## src/rtl/stack_ctrl_pkg.sv

```systemverilog
// Shared opcode, ALU-select, state and strobe definitions for the stack machine controller.
package stack_ctrl_pkg;

    localparam logic [2:0] OP_ADD  = 3'b000;
    localparam logic [2:0] OP_SUB  = 3'b001;
    localparam logic [2:0] OP_AND  = 3'b010;
    localparam logic [2:0] OP_NOT  = 3'b011;
    localparam logic [2:0] OP_PUSHM = 3'b100;
    localparam logic [2:0] OP_POPM = 3'b101;
    localparam logic [2:0] OP_JMP  = 3'b110;
    localparam logic [2:0] OP_JZ   = 3'b111;

    localparam logic [1:0] ALU_ADD = 2'b00;
    localparam logic [1:0] ALU_SUB = 2'b01;
    localparam logic [1:0] ALU_AND = 2'b10;
    localparam logic [1:0] ALU_NOT = 2'b11;

    typedef enum logic [3:0] {
        FETCH, DECODE, MEM_RD, PUSH_MEM, POP_A, LOAD_A, POP_B, LOAD_B,
        ALU_NOT_S, ALU_OP, PUSH_RES, MEM_WR, JUMP, BRANCH, FAULT
    } state_t;

    typedef struct packed {
        logic IorD;
        logic srcA;
        logic srcB;
        logic lda;
        logic ldb;
        logic PCsrc;
        logic PCwrite;
        logic memRead;
        logic IRwrite;
        logic tos;
        logic pop;
        logic push;
        logic MtoS;
        logic PCwriteCond;
        logic memWrite;
    } strobes_t;

endpackage

```

## src/rtl/stack_controller_if.sv

```systemverilog
// Controller <-> datapath bundle: IR opcode and memory handshake in, datapath strobes out.
interface stack_controller_if #(
    parameter int DEPTH = 8
);
    localparam int CNT_W = $clog2(DEPTH + 1);

    logic [2:0]       opcode;
    logic             mem_ready;
    logic             IorD, srcA, srcB, lda, ldb, PCsrc, PCwrite, memRead;
    logic             IRwrite, tos, pop, push, MtoS, PCwriteCond, memWrite;
    logic [1:0]       ALUop;
    logic [CNT_W-1:0] depth_cnt;
    logic             instr_done;
    logic             fault;

    modport master (
        input  opcode, mem_ready,
        output IorD, srcA, srcB, lda, ldb, PCsrc, PCwrite, memRead,
               IRwrite, tos, pop, push, MtoS, PCwriteCond, memWrite,
               ALUop, depth_cnt, instr_done, fault
    );

    modport slave (
        output opcode, mem_ready,
        input  IorD, srcA, srcB, lda, ldb, PCsrc, PCwrite, memRead,
               IRwrite, tos, pop, push, MtoS, PCwriteCond, memWrite,
               ALUop, depth_cnt, instr_done, fault
    );
endinterface

```

## src/rtl/stack_depth_counter.sv

```systemverilog
// Up/down stack occupancy counter with full/empty flags.
// Latency: count updates on the edge after inc/dec; flags are combinational from the count.
// Backpressure: none; callers guarantee no overflow/underflow and never inc and dec together.
module stack_depth_counter #(
    parameter  int DEPTH = 8,
    localparam int CNT_W = $clog2(DEPTH + 1)
) (
    input  logic             clk,
    input  logic             rst,
    input  logic             inc,
    input  logic             dec,
    output logic [CNT_W-1:0] cnt,
    output logic             full,
    output logic             empty
);

    always_ff @(posedge clk) begin
        if (rst) begin
            cnt <= '0;
        end else if (inc && !dec) begin
            cnt <= cnt + 1'b1;
        end else if (dec && !inc) begin
            cnt <= cnt - 1'b1;
        end
    end

    assign full  = (cnt == CNT_W'(DEPTH));
    assign empty = (cnt == '0);

endmodule

```

## src/rtl/stack_controller.sv

```systemverilog
// Multi-cycle control FSM for a stack-machine datapath with occupancy tracking and fault trapping.
// Latency: 3..8+ cycles per instruction depending on opcode and memory wait cycles.
// Backpressure: stalls in FETCH, MEM_RD and MEM_WR until mem_ready; FAULT holds until rst.
module stack_controller
    import stack_ctrl_pkg::*;
#(
    parameter int DEPTH = 8
) (
    input  logic               clk,
    input  logic               rst,
    stack_controller_if.master bus
);

    localparam int CNT_W = $clog2(DEPTH + 1);

    state_t           state, state_nxt, cur;
    strobes_t         st;
    logic [1:0]       alu_op;
    logic             done;
    logic             rdy;
    logic             legal;
    logic [CNT_W-1:0] cnt;
    logic             full, empty;

    stack_depth_counter #(.DEPTH(DEPTH)) u_depth (
        .clk   (clk),
        .rst   (rst),
        .inc   (st.push),
        .dec   (st.pop),
        .cnt   (cnt),
        .full  (full),
        .empty (empty)
    );

    always_ff @(posedge clk) begin
        if (rst) begin
            state <= FETCH;
        end else begin
            state <= state_nxt;
        end
    end

    // Operand/space requirement for the opcode held in IR.
    always_comb begin
        legal = 1'b0;
        case (bus.opcode)
            OP_PUSHM:        legal = !full;
            OP_POPM, OP_NOT: legal = !empty;
            OP_JMP, OP_JZ:   legal = 1'b1;
            default:         legal = (cnt > CNT_W'(1));
        endcase
    end

    // While rst is high the outputs look like an idle FETCH with no memory response.
    always_comb begin
        st        = '0;
        alu_op    = ALU_ADD;
        done      = 1'b0;
        cur       = rst ? FETCH : state;
        rdy       = bus.mem_ready & ~rst;
        state_nxt = cur;
        case (cur)
            FETCH: begin
                st.srcA    = 1'b1;
                st.srcB    = 1'b1;
                st.memRead = 1'b1;
                if (rdy) begin
                    st.PCwrite = 1'b1;
                    st.IRwrite = 1'b1;
                    state_nxt  = DECODE;
                end
            end
            DECODE: begin
                st.tos = 1'b1;
                if (!legal) begin
                    state_nxt = FAULT;
                end else begin
                    case (bus.opcode)
                        OP_PUSHM: state_nxt = MEM_RD;
                        OP_JMP:   state_nxt = JUMP;
                        OP_JZ:    state_nxt = BRANCH;
                        default:  state_nxt = POP_A;
                    endcase
                end
            end
            MEM_RD: begin
                st.IorD    = 1'b1;
                st.memRead = 1'b1;
                if (rdy) state_nxt = PUSH_MEM;
            end
            PUSH_MEM: begin
                st.MtoS   = 1'b1;
                st.push   = 1'b1;
                done      = 1'b1;
                state_nxt = FETCH;
            end
            POP_A: begin
                st.pop    = 1'b1;
                state_nxt = LOAD_A;
            end
            LOAD_A: begin
                st.lda = 1'b1;
                case (bus.opcode)
                    OP_POPM: state_nxt = MEM_WR;
                    OP_NOT:  state_nxt = ALU_NOT_S;
                    default: state_nxt = POP_B;
                endcase
            end
            MEM_WR: begin
                st.IorD     = 1'b1;
                st.memWrite = 1'b1;
                if (rdy) begin
                    done      = 1'b1;
                    state_nxt = FETCH;
                end
            end
            POP_B: begin
                st.pop    = 1'b1;
                state_nxt = LOAD_B;
            end
            LOAD_B: begin
                st.ldb    = 1'b1;
                state_nxt = ALU_OP;
            end
            ALU_OP: begin
                alu_op    = bus.opcode[1:0];
                state_nxt = PUSH_RES;
            end
            ALU_NOT_S: begin
                alu_op    = ALU_NOT;
                state_nxt = PUSH_RES;
            end
            PUSH_RES: begin
                st.push   = 1'b1;
                done      = 1'b1;
                state_nxt = FETCH;
            end
            JUMP: begin
                st.PCsrc   = 1'b1;
                st.PCwrite = 1'b1;
                done       = 1'b1;
                state_nxt  = FETCH;
            end
            BRANCH: begin
                st.PCsrc       = 1'b1;
                st.PCwriteCond = 1'b1;
                done           = 1'b1;
                state_nxt      = FETCH;
            end
            FAULT: begin
                state_nxt = FAULT;
            end
            default: begin
                state_nxt = FETCH;
            end
        endcase
    end

    assign bus.IorD        = st.IorD;
    assign bus.srcA        = st.srcA;
    assign bus.srcB        = st.srcB;
    assign bus.lda         = st.lda;
    assign bus.ldb         = st.ldb;
    assign bus.PCsrc       = st.PCsrc;
    assign bus.PCwrite     = st.PCwrite;
    assign bus.memRead     = st.memRead;
    assign bus.IRwrite     = st.IRwrite;
    assign bus.tos         = st.tos;
    assign bus.pop         = st.pop;
    assign bus.push        = st.push;
    assign bus.MtoS        = st.MtoS;
    assign bus.PCwriteCond = st.PCwriteCond;
    assign bus.memWrite    = st.memWrite;
    assign bus.ALUop       = alu_op;
    assign bus.depth_cnt   = cnt;
    assign bus.instr_done  = done;
    assign bus.fault       = (cur == FAULT);

endmodule
```

## src/flat_wrapper.sv

```systemverilog
// flat-port wrapper written by rule: the top's interface ports become plain ports
module stack_controller_flat import stack_ctrl_pkg::*;
#(
    parameter int DEPTH = 8
)
  (clk, rst, bus_opcode, bus_mem_ready, bus_IorD, bus_srcA, bus_srcB, bus_lda, bus_ldb, bus_PCsrc, bus_PCwrite, bus_memRead, bus_IRwrite, bus_tos, bus_pop, bus_push, bus_MtoS, bus_PCwriteCond, bus_memWrite, bus_ALUop, bus_depth_cnt, bus_instr_done, bus_fault);
  stack_controller_if #(.DEPTH(DEPTH)) bus_i ();
  input  logic clk;
  input  logic rst;
  input wire logic [$bits(bus_i.opcode)-1:0] bus_opcode;
  input wire logic [$bits(bus_i.mem_ready)-1:0] bus_mem_ready;
  output wire logic [$bits(bus_i.IorD)-1:0] bus_IorD;
  output wire logic [$bits(bus_i.srcA)-1:0] bus_srcA;
  output wire logic [$bits(bus_i.srcB)-1:0] bus_srcB;
  output wire logic [$bits(bus_i.lda)-1:0] bus_lda;
  output wire logic [$bits(bus_i.ldb)-1:0] bus_ldb;
  output wire logic [$bits(bus_i.PCsrc)-1:0] bus_PCsrc;
  output wire logic [$bits(bus_i.PCwrite)-1:0] bus_PCwrite;
  output wire logic [$bits(bus_i.memRead)-1:0] bus_memRead;
  output wire logic [$bits(bus_i.IRwrite)-1:0] bus_IRwrite;
  output wire logic [$bits(bus_i.tos)-1:0] bus_tos;
  output wire logic [$bits(bus_i.pop)-1:0] bus_pop;
  output wire logic [$bits(bus_i.push)-1:0] bus_push;
  output wire logic [$bits(bus_i.MtoS)-1:0] bus_MtoS;
  output wire logic [$bits(bus_i.PCwriteCond)-1:0] bus_PCwriteCond;
  output wire logic [$bits(bus_i.memWrite)-1:0] bus_memWrite;
  output wire logic [$bits(bus_i.ALUop)-1:0] bus_ALUop;
  output wire logic [$bits(bus_i.depth_cnt)-1:0] bus_depth_cnt;
  output wire logic [$bits(bus_i.instr_done)-1:0] bus_instr_done;
  output wire logic [$bits(bus_i.fault)-1:0] bus_fault;
  assign bus_i.opcode = bus_opcode;
  assign bus_i.mem_ready = bus_mem_ready;
  assign bus_IorD = bus_i.IorD;
  assign bus_srcA = bus_i.srcA;
  assign bus_srcB = bus_i.srcB;
  assign bus_lda = bus_i.lda;
  assign bus_ldb = bus_i.ldb;
  assign bus_PCsrc = bus_i.PCsrc;
  assign bus_PCwrite = bus_i.PCwrite;
  assign bus_memRead = bus_i.memRead;
  assign bus_IRwrite = bus_i.IRwrite;
  assign bus_tos = bus_i.tos;
  assign bus_pop = bus_i.pop;
  assign bus_push = bus_i.push;
  assign bus_MtoS = bus_i.MtoS;
  assign bus_PCwriteCond = bus_i.PCwriteCond;
  assign bus_memWrite = bus_i.memWrite;
  assign bus_ALUop = bus_i.ALUop;
  assign bus_depth_cnt = bus_i.depth_cnt;
  assign bus_instr_done = bus_i.instr_done;
  assign bus_fault = bus_i.fault;
  stack_controller #(.DEPTH(DEPTH)) u_core (.clk(clk), .rst(rst), .bus(bus_i));
endmodule
```

## config.mk

```make
export PLATFORM = sky130hd
export DESIGN_NAME = stack_controller_flat
export DESIGN_NICKNAME = d
export VERILOG_FILES = /design/src/rtl/stack_ctrl_pkg.sv /design/src/rtl/stack_controller_if.sv /design/src/rtl/stack_depth_counter.sv /design/src/rtl/stack_controller.sv /design/src/flat_wrapper.sv
export SDC_FILE = /design/constraint.sdc
export NUM_CORES = 1
export LEC_CHECK = 0
export ABC_AREA = 1
export BUFFER_PORTS_ARGS = -buffer_cell sky130_fd_sc_hd__buf_2
export CAP_MARGIN = 10
export CORE_MARGIN = 1.5
export CORE_UTILIZATION = 55
export CTS_BUF_LIST = sky130_fd_sc_hd__clkbuf_8
export CTS_CLUSTER_DIAMETER = 200
export DETAILED_ROUTE_END_ITERATION = 8
export PLACE_DENSITY = 0.86
export SLEW_MARGIN = 5
export SYNTH_ARGS = -nofsm -noshare
export SYNTH_HDL_FRONTEND = slang
export SYNTH_SLANG_ARGS = --single-unit
```

## constraint.sdc

```tcl
create_clock -name clk -period 3 [get_ports clk]
set_input_delay 0.15 -clock clk [delete_from_list [all_inputs] [get_ports clk]]
set_output_delay 0.15 -clock clk [all_outputs]
set_load 0.005 [all_outputs]
```

# Word-level counts from Yosys, hierarchy flattened
# Cells that the tools add are included.
[word_totals]
ff_bits = 8
in_bits = 6
output_inout_bits = 23
elab_cells = 73
[op_classes]
n_addsub = 2
magnitude_cmp = 1
n_eq_ne = 20
mux = 28
bitwise_logic = 2
reduce_logical = 18
[ops]
columns = ["op", "n"]
rows = [
  ["4-bit case mux with 10 select lines", 1],
  ["4-bit == test, second input constant", 8],
  ["4-bit two-way mux", 7],
  ["4-bit by 3-bit == test with 1-bit output, second input constant", 4],
  ["2-bit OR reduction", 8],
  ["1-bit two-way mux", 13],
  ["3-bit == test, second input constant", 4],
  ["4-bit case mux with 3 select lines", 1],
  ["4-bit by 2-bit == test with 1-bit output, second input constant", 2],
  ["4-bit zero test", 2],
  ["4-bit case mux with 2 select lines", 1],
  ["4-bit by 1-bit adder with 4-bit output, second input constant", 1],
  ["4-bit by 1-bit == test with 1-bit output, second input constant", 1],
  ["4-bit by 1-bit > comparator with 1-bit output, second input constant", 1],
  ["1-bit zero test", 4],
  ["1-bit case mux with 2 select lines", 2],
  ["2-bit case mux with 2 select lines", 1],
  ["4-bit OR reduction", 1],
  ["4-bit by 1-bit subtractor with 4-bit output, second input constant", 1],
  ["3-bit by 2-bit == test with 1-bit output, second input constant", 1],
  ["1-bit case mux with 3 select lines", 1],
  ["1-bit logical AND", 2],
  ["2-bit two-way mux", 1],
  ["2-bit nonzero test", 1],
  ["other kinds (2)", 2],
]

# Depth between registers and ports, before layout
# Gate-level depths: netlist (run 1).
[logic_depth]
ltp_word = 8
mapped_depth = 14
depth_no_buf = 13

# Cells and area by module
# Synthesis (run 1) repeated with hierarchy kept, for this count alone.
[unflattened]
cells_unflattened = 149
area_unflattened_um2 = 842.1
[by_module_without_submodules]
columns = ["mod", "instances", "cells_each", "area_per_inst_um2"]
rows = [
  ["stack_controller", 1, 109, 560.5],
  ["stack_depth_counter", 1, 40, 281.5],
]

# Worst setup path before layout (run 1)
# OpenSTA, ideal clock, no wires.
[synth_path]
kind = "register -> register"
from = "reg u_core.state[3]"
to = "reg u_core.u_depth.cnt[2]"
setup_time_ns = 0.122
arrival_time_ns = 1.698
t_required_ns = 2.878
slack_ns = 1.180
stages_incl_launch_ff = 11
synth_period_minus_slack_ns = 1.820
path_cell_list = "dfxtp_1 -> inv_1 -> o21ai_2 -> nor2_1 -> a21oi_1 -> inv_1 -> ha_1 -> a21oi_1 -> o21ai_0 -> o21ai_0 -> a21oi_1"
[synth_between]
elab_chain_cells = 7
elab_cells_between_ends = 15
[synth_lines]
columns = ["element", "line_no", "text"]
rows = [
  ["start, declared", "stack_controller.sv:16", "state_t state, state_nxt, cur;"],
  ["start signal, assigned", "stack_controller.sv:39", "state <= state_nxt;"],
  ["4-bit two-way mux *", "stack_controller.sv:59", "cur = rst ? FETCH : state;"],
  ["4-bit == test / 4-bit by 2-bit == test with 1-bit output (equally long branches)", "stack_controller.sv:62", "case (cur)"],
  ["2-bit OR reduction (no source line) *", "--", ""],
  ["1-bit two-way mux *", "stack_controller.sv:62", ""],
  ["named net bus_push", "flat_wrapper.sv:23", "output wire logic [$bits(bus_i.push)-1:0] bus_push;"],
  ["1-bit zero test", "stack_depth_counter.sv:22", "end else if (dec && !inc) begin"],
  ["1-bit logical AND", "stack_depth_counter.sv:22", ""],
  ["2-bit nonzero test (no source line)", "--", ""],
  ["end signal, assigned", "stack_depth_counter.sv:21", "cnt <= cnt + 1'b1;"],
  ["end signal, assigned", "stack_depth_counter.sv:23", "cnt <= cnt - 1'b1;"],
  ["end, declared", "stack_depth_counter.sv:12", "output logic [CNT_W-1:0] cnt,"],
]
# Mark *: on every way through the listed nets, which the timed path passes. The rest lies on a longest branch.
# A chain may end at the register's enable or synchronous reset.

# Final worst setup path (run 1)
[layout_path]
from = "reg u_core.state[3]"
to = "reg u_core.u_depth.cnt[2]"
[layout_between]
elab_chain_cells = 7
elab_cells_between_ends = 15
[layout_lines]
columns = ["element", "line_no"]
rows = [
  ["4-bit two-way mux *", "stack_controller.sv:59"],
  ["4-bit by 3-bit == test with 1-bit output, or another cell as far along", "stack_controller.sv:62"],
  ["2-bit OR reduction (no source line)", "--"],
  ["1-bit two-way mux", "stack_controller.sv:62"],
  ["1-bit zero test, on equally long branches", "stack_depth_counter.sv:20, stack_depth_counter.sv:22"],
  ["1-bit logical AND, on equally long branches", "stack_depth_counter.sv:20, stack_depth_counter.sv:22"],
  ["4-bit two-way mux / 2-bit nonzero test (equally long branches)", "--"],
]
# Every way passes the cells marked *; elsewhere a longest branch is shown, timed or not.

==> metrics.md, run 1 <==
| Metric | Value |
|---|---|
| WHS | `0.246 ns` |
| Post-synthesis register bit count | `8` |
| Worst Slack Setup Final | `0.909 ns` |
| Vias in the first global route | `857` |
| CTS tree | `done` |
| Synth unique cells | `23` |
| Root Buffer | `clkbuf_8` |
| Crit-path most repeated cell | `a21oi_1` |
| Worst setup path start | `u_core.state[3]` |
| Final cell utilization of the core | `0.746` |
| Final WL | `2090 um` |
| Total gr overflow | `0` |
| Nets | `179` |
| Antenna violations before repair | `0` |
| Reg clk slew, reported paths | `0.04 ns` |
| Crit path largest cell delay | `0.37 ns` |
| Placed Area | `966 um^2` |
| Die X-Extent | `41.8 um` |
| Clock latency on the worst-skew pair | `0.23 ns` |
| Sequential area share after synthesis | `0.194` |
| Diode count | `0` |
| Post-synthesis net count | `148` |
| DR WL/cell | `11.5 um` |
| Final number of max-transition violations | `0` |
| Drt drc | `0` |
| Die H | `41.8 um` |
| Setup tns final | `0 ns` |
| CP arrival | `2.20 ns` |
| CP Cell Sequence | `inv_1 > o21ai_2 > nor2_1 > a21oi_1 > inv_1 > ha_1 > a21oi_1 > o21ai_0 > o21ai_0 > a21oi_1` |
| Most area-hungry cell type in the Yosys netlist | `dfxtp_1` |
| Area share of the largest cell type after synthesis | `0.194` |
| Avg Cell Area, Syn | `5.98 um^2` |
| Pin count of the biggest net entering global routing | `9` |
| Status | `complete, no violations` |
| Final hold vios | `0` |
| Reg-to-Reg Start | `u_core.state[3]` |
| Initial Utilization | `0.612` |
| Buffers added on ports | `28` |
| First-pass GRT wire length | `3510 um` |
| Slowest CP cell | `ha_1` |
| Ratio of cells with drive above 1 in the final layout | `0.281` |
| Die area | `1740 um^2` |
| Site row count | `13` |
| PwrDens | `630 nW/um^2` |
| Min cycle time layout | `2.09 ns` |
| Core Region | `1350 um^2` |
| RSZ-0062 raised after global routing | `false` |
| Final ANT Viol Nets | `0` |
| HP Start | `bus_opcode[1]` |
| Post-route cell area | `1010 um^2` |
| Total CTS buffers | `3` |
| CP max FO | `6` |
| Router iterations before antenna repair | `6` |
| Critical path class | `reg2reg` |
| GPL Wtd Cong | `0.844` |
| Tcrit/Tclk final | `0.697` |
| Hold depth | `3` |
| Hold Crit Class | `in2reg` |
| DP HPWL | `1660 um` |
| P&R area growth vs syn | `22.0%` |
| Pleak | `0.623 nW` |
| DRT iter0 DRCs | `45` |
| PostCTS Resize Cnt | `0` |
| Yosys warning total | `0` |
| R2r worst-path depth | `10` |
| CP required | `3.11 ns` |
| Worst Clk Skew | `0.00476 ns` |
| CP Launch Type | `flop` |
| Setup bufs post-CTS | `0` |
| Pre-CTS WS | `1.06 ns` |
| Relative slew slack | `0.808` |
| Clock Tree Buf Depth | `2` |
| Number of clock sinks | `8` |
| Hold-fix buffers, CTS | `0` |
| H-tree levels | `1` |
| Vias | `946` |
| Worst-Margin Slew | `0.286 ns` |
| Crit. End Element | `flop` |
| IO Count | `29` |
| Synth area leaders | `dfxtp_1 19%, nand2_1 16%, inv_1 11%, nor2_1 6.8%, ha_1 6.1%` |
| Final setup fails | `0` |
| Number of max-cap violations | `0` |
| Post-Syn Instances | `138` |
| Vias per Instance | `5.20` |
| Total global-route track usage | `0.252` |
| Max Fclk | `478 MHz` |
| Post-Syn Area | `826 um^2` |
| Worst VDD drop | `442 uV` |
report_power, final:
group	internal (W)	switching, W	total [W]	leakage [nW]
combinational	0.000123	0.000204	0.000327	0.536
sequential	0.000139	0.0000354	0.000175	0.0655
clock	0.0000872	0.0000452	0.000132	0.0216
total	0.000350	0.000284	0.000634	0.623
metrics by stage:
step	total power, W	cells
final	0.000634	182
after CTS	0.000632	182
after floorplan	0.000407	138
after global routing	0.000688	182
after detailed placement	0.000496	179
after global placement	0.000489	179
layout by cell type (no fill, tap or decap):
cell      synthesis  final
buf_2             0     28
nor3_2            1      1
clkbuf_8          0      3
inv_6             1      1
nor2_2            2      2
inv_1            25     25
nand2_1          35     35
nand2_4           3      3
o21ai_0           9      9
nor2_1           15     15
o21ai_2           1      1
a21oi_1           8      8
o211ai_1          2      2
inv_2             3      3
nand4_1           4      4
ha_1              4      4
nand2_2           1      1
dfxtp_1           8      8
xnor2_1           1      1
nand3_1           8      8
nor3_1            1      1
inv_8             1      1
nor2_4            3      3
kinds of logic after synthesis:
logic type | synth area share
AO/OA/AOI/OAI | 0.132
flip-flops | 0.194
adder cells (fa/ha/maj) | 0.0606
buffers and inverters | 0.174
XOR/XNOR | 0.0106
AND/OR/NAND/NOR | 0.429
worst max-delay path, delay by kind of cell (launching register included):
| kind | cells | cell delay, ns |
|---|---|---|
| AO/OA/AOI/OAI | 6 | 0.97 |
| adder cells (fa/ha/maj) | 1 | 0.37 |
| flip-flops | 1 | 0.33 |
| buffers and inverters | 2 | 0.19 |
| AND/OR/NAND/NOR | 1 | 0.10 |
synth_stat cells:
| cell | n |
|---|---|
| nor3_1 | 1 |
| nor2_2 | 2 |
| nor2_1 | 15 |
| o21ai_0 | 9 |
| ha_1 | 4 |
| nand4_1 | 4 |
| xnor2_1 | 1 |
| o21ai_2 | 1 |
| buf_6 | 1 |
| nand2_4 | 3 |
| nand2_1 | 35 |
| nand3_1 | 8 |
| inv_1 | 25 |
| nor3_2 | 1 |
| a21oi_1 | 8 |
| dfxtp_1 | 8 |
| nor2_4 | 3 |
| inv_2 | 3 |
| nand2_2 | 1 |
| inv_8 | 1 |
| buf_4 | 1 |
| inv_6 | 1 |
| o211ai_1 | 2 |
registers in the layout, summed over array words and instances, names as in the netlist:
name and flops:
u_core.state 4, u_core.u_depth.cnt 4
final timing paths:
check,end,slack [ns]
worst max register to register,u_core.u_depth.cnt[2],0.91
worst max-delay path,u_core.u_depth.cnt[2],0.91
worst min register to register,u_core.u_depth.cnt[2],0.58
worst min-delay path,u_core.state[0],0.25
final cells by class:
| cell class | count | area, um^2 |
|---|---|---|
| Sequential cell | 8 | 160 |
| Fill cell | 112 | 343 |
| Tap cell | 15 | 18.8 |
| Multi-Input combinational cell | 98 | 522 |
| Timing Repair Buffer | 28 | 140 |
| Inverter | 30 | 125 |
| Clock buffer | 3 | 41.3 |
metal layers:
layer | global-route usage | share of wire
met3 | 0.0522 | 0.077
met5 | 0 | 0
met1 | 0.325 | 0.45
met2 | 0.419 | 0.46
met4 | 0.0710 | 0.016
Note: power is estimated with default switching activity, not from simulation.
==> run 2: changes to the inputs <==
- ABC_AREA: 1 -> 0
- CORE_UTILIZATION: 55 -> 46
- PLACE_DENSITY: 0.86 -> 0.76
- clock period: 3 -> 1.9 ns (I/O delays scaled with it)
==> run 2 against run 1 <==
Net effect:
- hold slack got worse by 0.038 ns
- power rose by 100%
- sequential power rose by 64%
- clock power rose by 55%
- critical path depth fell by 3
- combinational power rose by 140%
- register-to-register slack got worse by 0.77 ns
- synthesized cell count fell by 12%
- critical endpoint is now u_core.u_depth.cnt[3]
- largest cell class unchanged
- highest routed layer unchanged
==> metrics.md, run 2 <==
| Metric | Value |
|---|---|
| Max Fclk | `569 MHz (was 478 MHz)` |
| Leading cell type in the layout, fill and taps excluded | `buf_2 (was nand2_1)` |
| Initial Utilization | `0.490 (was 0.612)` |
| Met2 Track Usage GR | `0.381 (was 0.419)` |
| Total global-route track usage | `0.230 (was 0.252)` |
| Pin count of the biggest net entering global routing | `15 (was 9)` |
| Vias in the first global route | `807 (was 857)` |
| Setup tns final | `0 ns (unchanged)` |
| Antenna violations before repair | `0 (unchanged)` |
| Vias per Instance | `5.47 (was 5.20)` |
| Status | `complete, no violations (unchanged)` |
| Most area-hungry cell type in the Yosys netlist | `dfxtp_1 (unchanged)` |
| Diode count | `0 (unchanged)` |
| Total CTS buffers | `3 (unchanged)` |
| Worst Clk Skew | `0.00249 ns (was 0.00476 ns)` |
| Die X-Extent | `45.9 um (was 41.8 um)` |
| Pleak | `0.488 nW (was 0.623 nW)` |
| Most frequent cells in the layout | `28 x buf_2, 16 x nor2_1, 11 x inv_1, 9 x a21oi_1, 8 x buf_4 (was 35 x nand2_1, 28 x buf_2, 25 x inv_1, 15 x nor2_1, 9 x o21ai_0)` |
| DRT iter0 DRCs | `41 (was 45)` |
| Clock latency on the worst-skew pair | `0.23 ns (about the same)` |
| Reg clk slew, reported paths | `0.04 ns (about the same)` |
| Largest regs | `u_core.state (4), u_core.u_depth.cnt (4) (unchanged)` |
| Crit. End Element | `flop (unchanged)` |
| CP required | `2.01 ns (was 3.11 ns)` |
| DP HPWL | `1680 um (was 1660 um)` |
| Vias | `952 (was 946)` |
| Final Power | `0.00127 W (was 0.000634 W)` |
| IO Count | `29 (unchanged)` |
| Post-Syn Instances | `121 (was 138)` |
| P&R area growth vs syn | `25.0% (was 22.0%)` |
| CP arrival | `1.87 ns (was 2.20 ns)` |
| Post-synthesis net count | `131 (was 148)` |
| GRT met1 Usage | `0.302 (was 0.325)` |
| Ys flop type | `dfxtp_1 (unchanged)` |
| Drt drc | `0 (unchanged)` |
| Final number of max-transition violations | `0 (unchanged)` |
| Global routing usage on met3 | `0.0159 (was 0.0522)` |
| Worst Slack Setup Final | `0.143 ns (was 0.909 ns)` |
| EDFF count, synth | `0 (unchanged)` |
| Tcrit/Tclk final | `0.925 (was 0.697)` |
| Core Region | `1730 um^2 (was 1350 um^2)` |
| Placed Area | `1010 um^2 (was 966 um^2)` |
| Final hold vios | `0 (unchanged)` |
| Yosys warning total | `0 (unchanged)` |
| Worst VDD drop | `765 uV (was 442 uV)` |
| DR WL/cell | `12.6 um (was 11.5 um)` |
| GPL Wtd Cong | `0.858 (was 0.844)` |
| Total gr overflow | `0 (unchanged)` |
| Number of clock sinks | `8 (unchanged)` |
| Final WL | `2190 um (was 2090 um)` |
| Synth area leaders | `dfxtp_1 19%, nor2_1 7.1%, ha_1 5.9%, a21oi_1 5.3%, inv_1 4.9% (was dfxtp_1 19%, nand2_1 16%, inv_1 11%, nor2_1 6.8%, ha_1 6.1%)` |
| Root Buffer | `clkbuf_8 (unchanged)` |
| Final ANT Viol Nets | `0 (unchanged)` |
| Most frequent cell after synthesis | `nor2_1 (was nand2_1)` |
| Avg Cell Area, Syn | `6.99 um^2 (was 5.98 um^2)` |
| Post-synth ARST share | `0 (unchanged)` |
| Die H | `45.9 um (was 41.8 um)` |
| Ratio of cells with drive above 1 in the final layout | `0.302 (was 0.281)` |
| Post-synthesis register bit count | `8 (unchanged)` |
| Post-route cell area | `1060 um^2 (was 1010 um^2)` |
| Router iterations before antenna repair | `4 (was 6)` |
| Hold Crit Class | `in2reg (unchanged)` |
| Synth cell count leaders | `16 x nor2_1, 11 x inv_1, 9 x a21oi_1 (was 35 x nand2_1, 25 x inv_1, 15 x nor2_1)` |
| Site row count | `15 (was 13)` |
| Buffers added on ports | `28 (unchanged)` |
| Min cycle time layout | `1.76 ns (was 2.09 ns)` |
| Grt peak-use layer | `met2 (unchanged)` |
| H-tree levels | `1 (unchanged)` |
| Clock Tree Buf Depth | `2 (unchanged)` |
| First-pass GRT wire length | `3540 um (was 3510 um)` |
| CP Launch Type | `flop (unchanged)` |
| Sequential area share after synthesis | `0.189 (was 0.194)` |
| Die area | `2100 um^2 (was 1740 um^2)` |
| Worst-Margin Slew | `0.347 ns (was 0.286 ns)` |
| Pre-CTS WS | `0.0990 ns (was 1.06 ns)` |
| Area share of the largest cell type after synthesis | `0.189 (was 0.194)` |
| Final setup fails | `0 (unchanged)` |
| PwrDens | `1200 nW/um^2 (was 630 nW/um^2)` |
| CTS tree | `done (unchanged)` |
| RSZ-0062 raised after global routing | `false (unchanged)` |
| Final cell utilization of the core | `0.612 (was 0.746)` |
| Synth unique cells | `43 (was 23)` |
| CP max FO | `3 (was 6)` |
| Post-Syn Area | `846 um^2 (was 826 um^2)` |
| Relative slew slack | `0.763 (was 0.808)` |
| Nets | `161 (was 179)` |
| Critical path class | `reg2reg (unchanged)` |
| Number of max-cap violations | `0 (unchanged)` |
## run 2: final cells by class
| type | instances | area [um^2] |
|---|---|---|
| Clock buffer | 3 | 41.3 |
| Multi-Input combinational cell | 91 | 582 |
| Timing Repair Buffer | 36 | 200 |
| Fill cell | 169 | 669 |
| Inverter | 11 | 41.3 |
| Sequential cell | 8 | 161 |
| Tap cell | 25 | 31.3 |
## run 2: path summary, 6_finish.rpt
path / depth (start not counted) / slack [ns] / endpoint / startpoint
min: 2 / 0.21 / u_core.u_depth.cnt[3] / rst
max: 7 / 0.14 / u_core.u_depth.cnt[3] / u_core.state[0]
max reg2reg: 7 / 0.14 / u_core.u_depth.cnt[3] / u_core.state[0]
min reg2reg: 2 / 0.60 / u_core.u_depth.cnt[1] / u_core.u_depth.cnt[1]
## run 2: per-layer routing
metal,up-vias,part of all wire
met5,-,0
met3,2,0.042
met1,431,0.46
li1,490,-
met4,0,0.0018
met2,29,0.50
## run 2: metrics by stage
step,hold WS [ns],cells
after floorplan,0.326,121
after global placement,0.427,171
after detailed placement,0.438,171
after CTS,0.205,174
after global routing,0.225,174
final,0.208,174
## run 2: repair_timing
action | CTS | global route
endpoints found under the setup margin | 0 | 1
buffers inserted | 0 | 0
hold buffers | 0 | 0
resized for setup | 0 | 1
hold endpoints to repair | 0 | 0
## run 2: report_power, final
| group | total [W] | switching [W] | internal, W |
|---|---|---|---|
| Sequential | 0.000287 | 0.0000633 | 0.000224 |
| Combinational | 0.000776 | 0.000419 | 0.000357 |
| Clock | 0.000204 | 0.0000666 | 0.000137 |
| Total | 0.00127 | 0.000549 | 0.000718 |
## run 2: logic make-up (layout without fill, tap and decap cells)
logic type / count (synthesis) / in the layout / share of synthesized area
mux: 1 / 1 / 0.0118
xor+xnor: 5 / 5 / 0.0518
fa+ha+maj: 4 / 4 / 0.0592
buf+inv: 22 / 50 / 0.123
simple gates: 51 / 51 / 0.320
flops: 8 / 8 / 0.189
compound gates: 30 / 30 / 0.246
## run 2: worst max-delay path, cell delays in order, from the launching register on
cell     delay, ns
dfxtp_1       0.32
xnor2_1       0.21
nor3_1        0.09
ha_1          0.25
or4_4         0.43
a21oi_2       0.17
xnor2_1       0.13
nor2_1        0.05
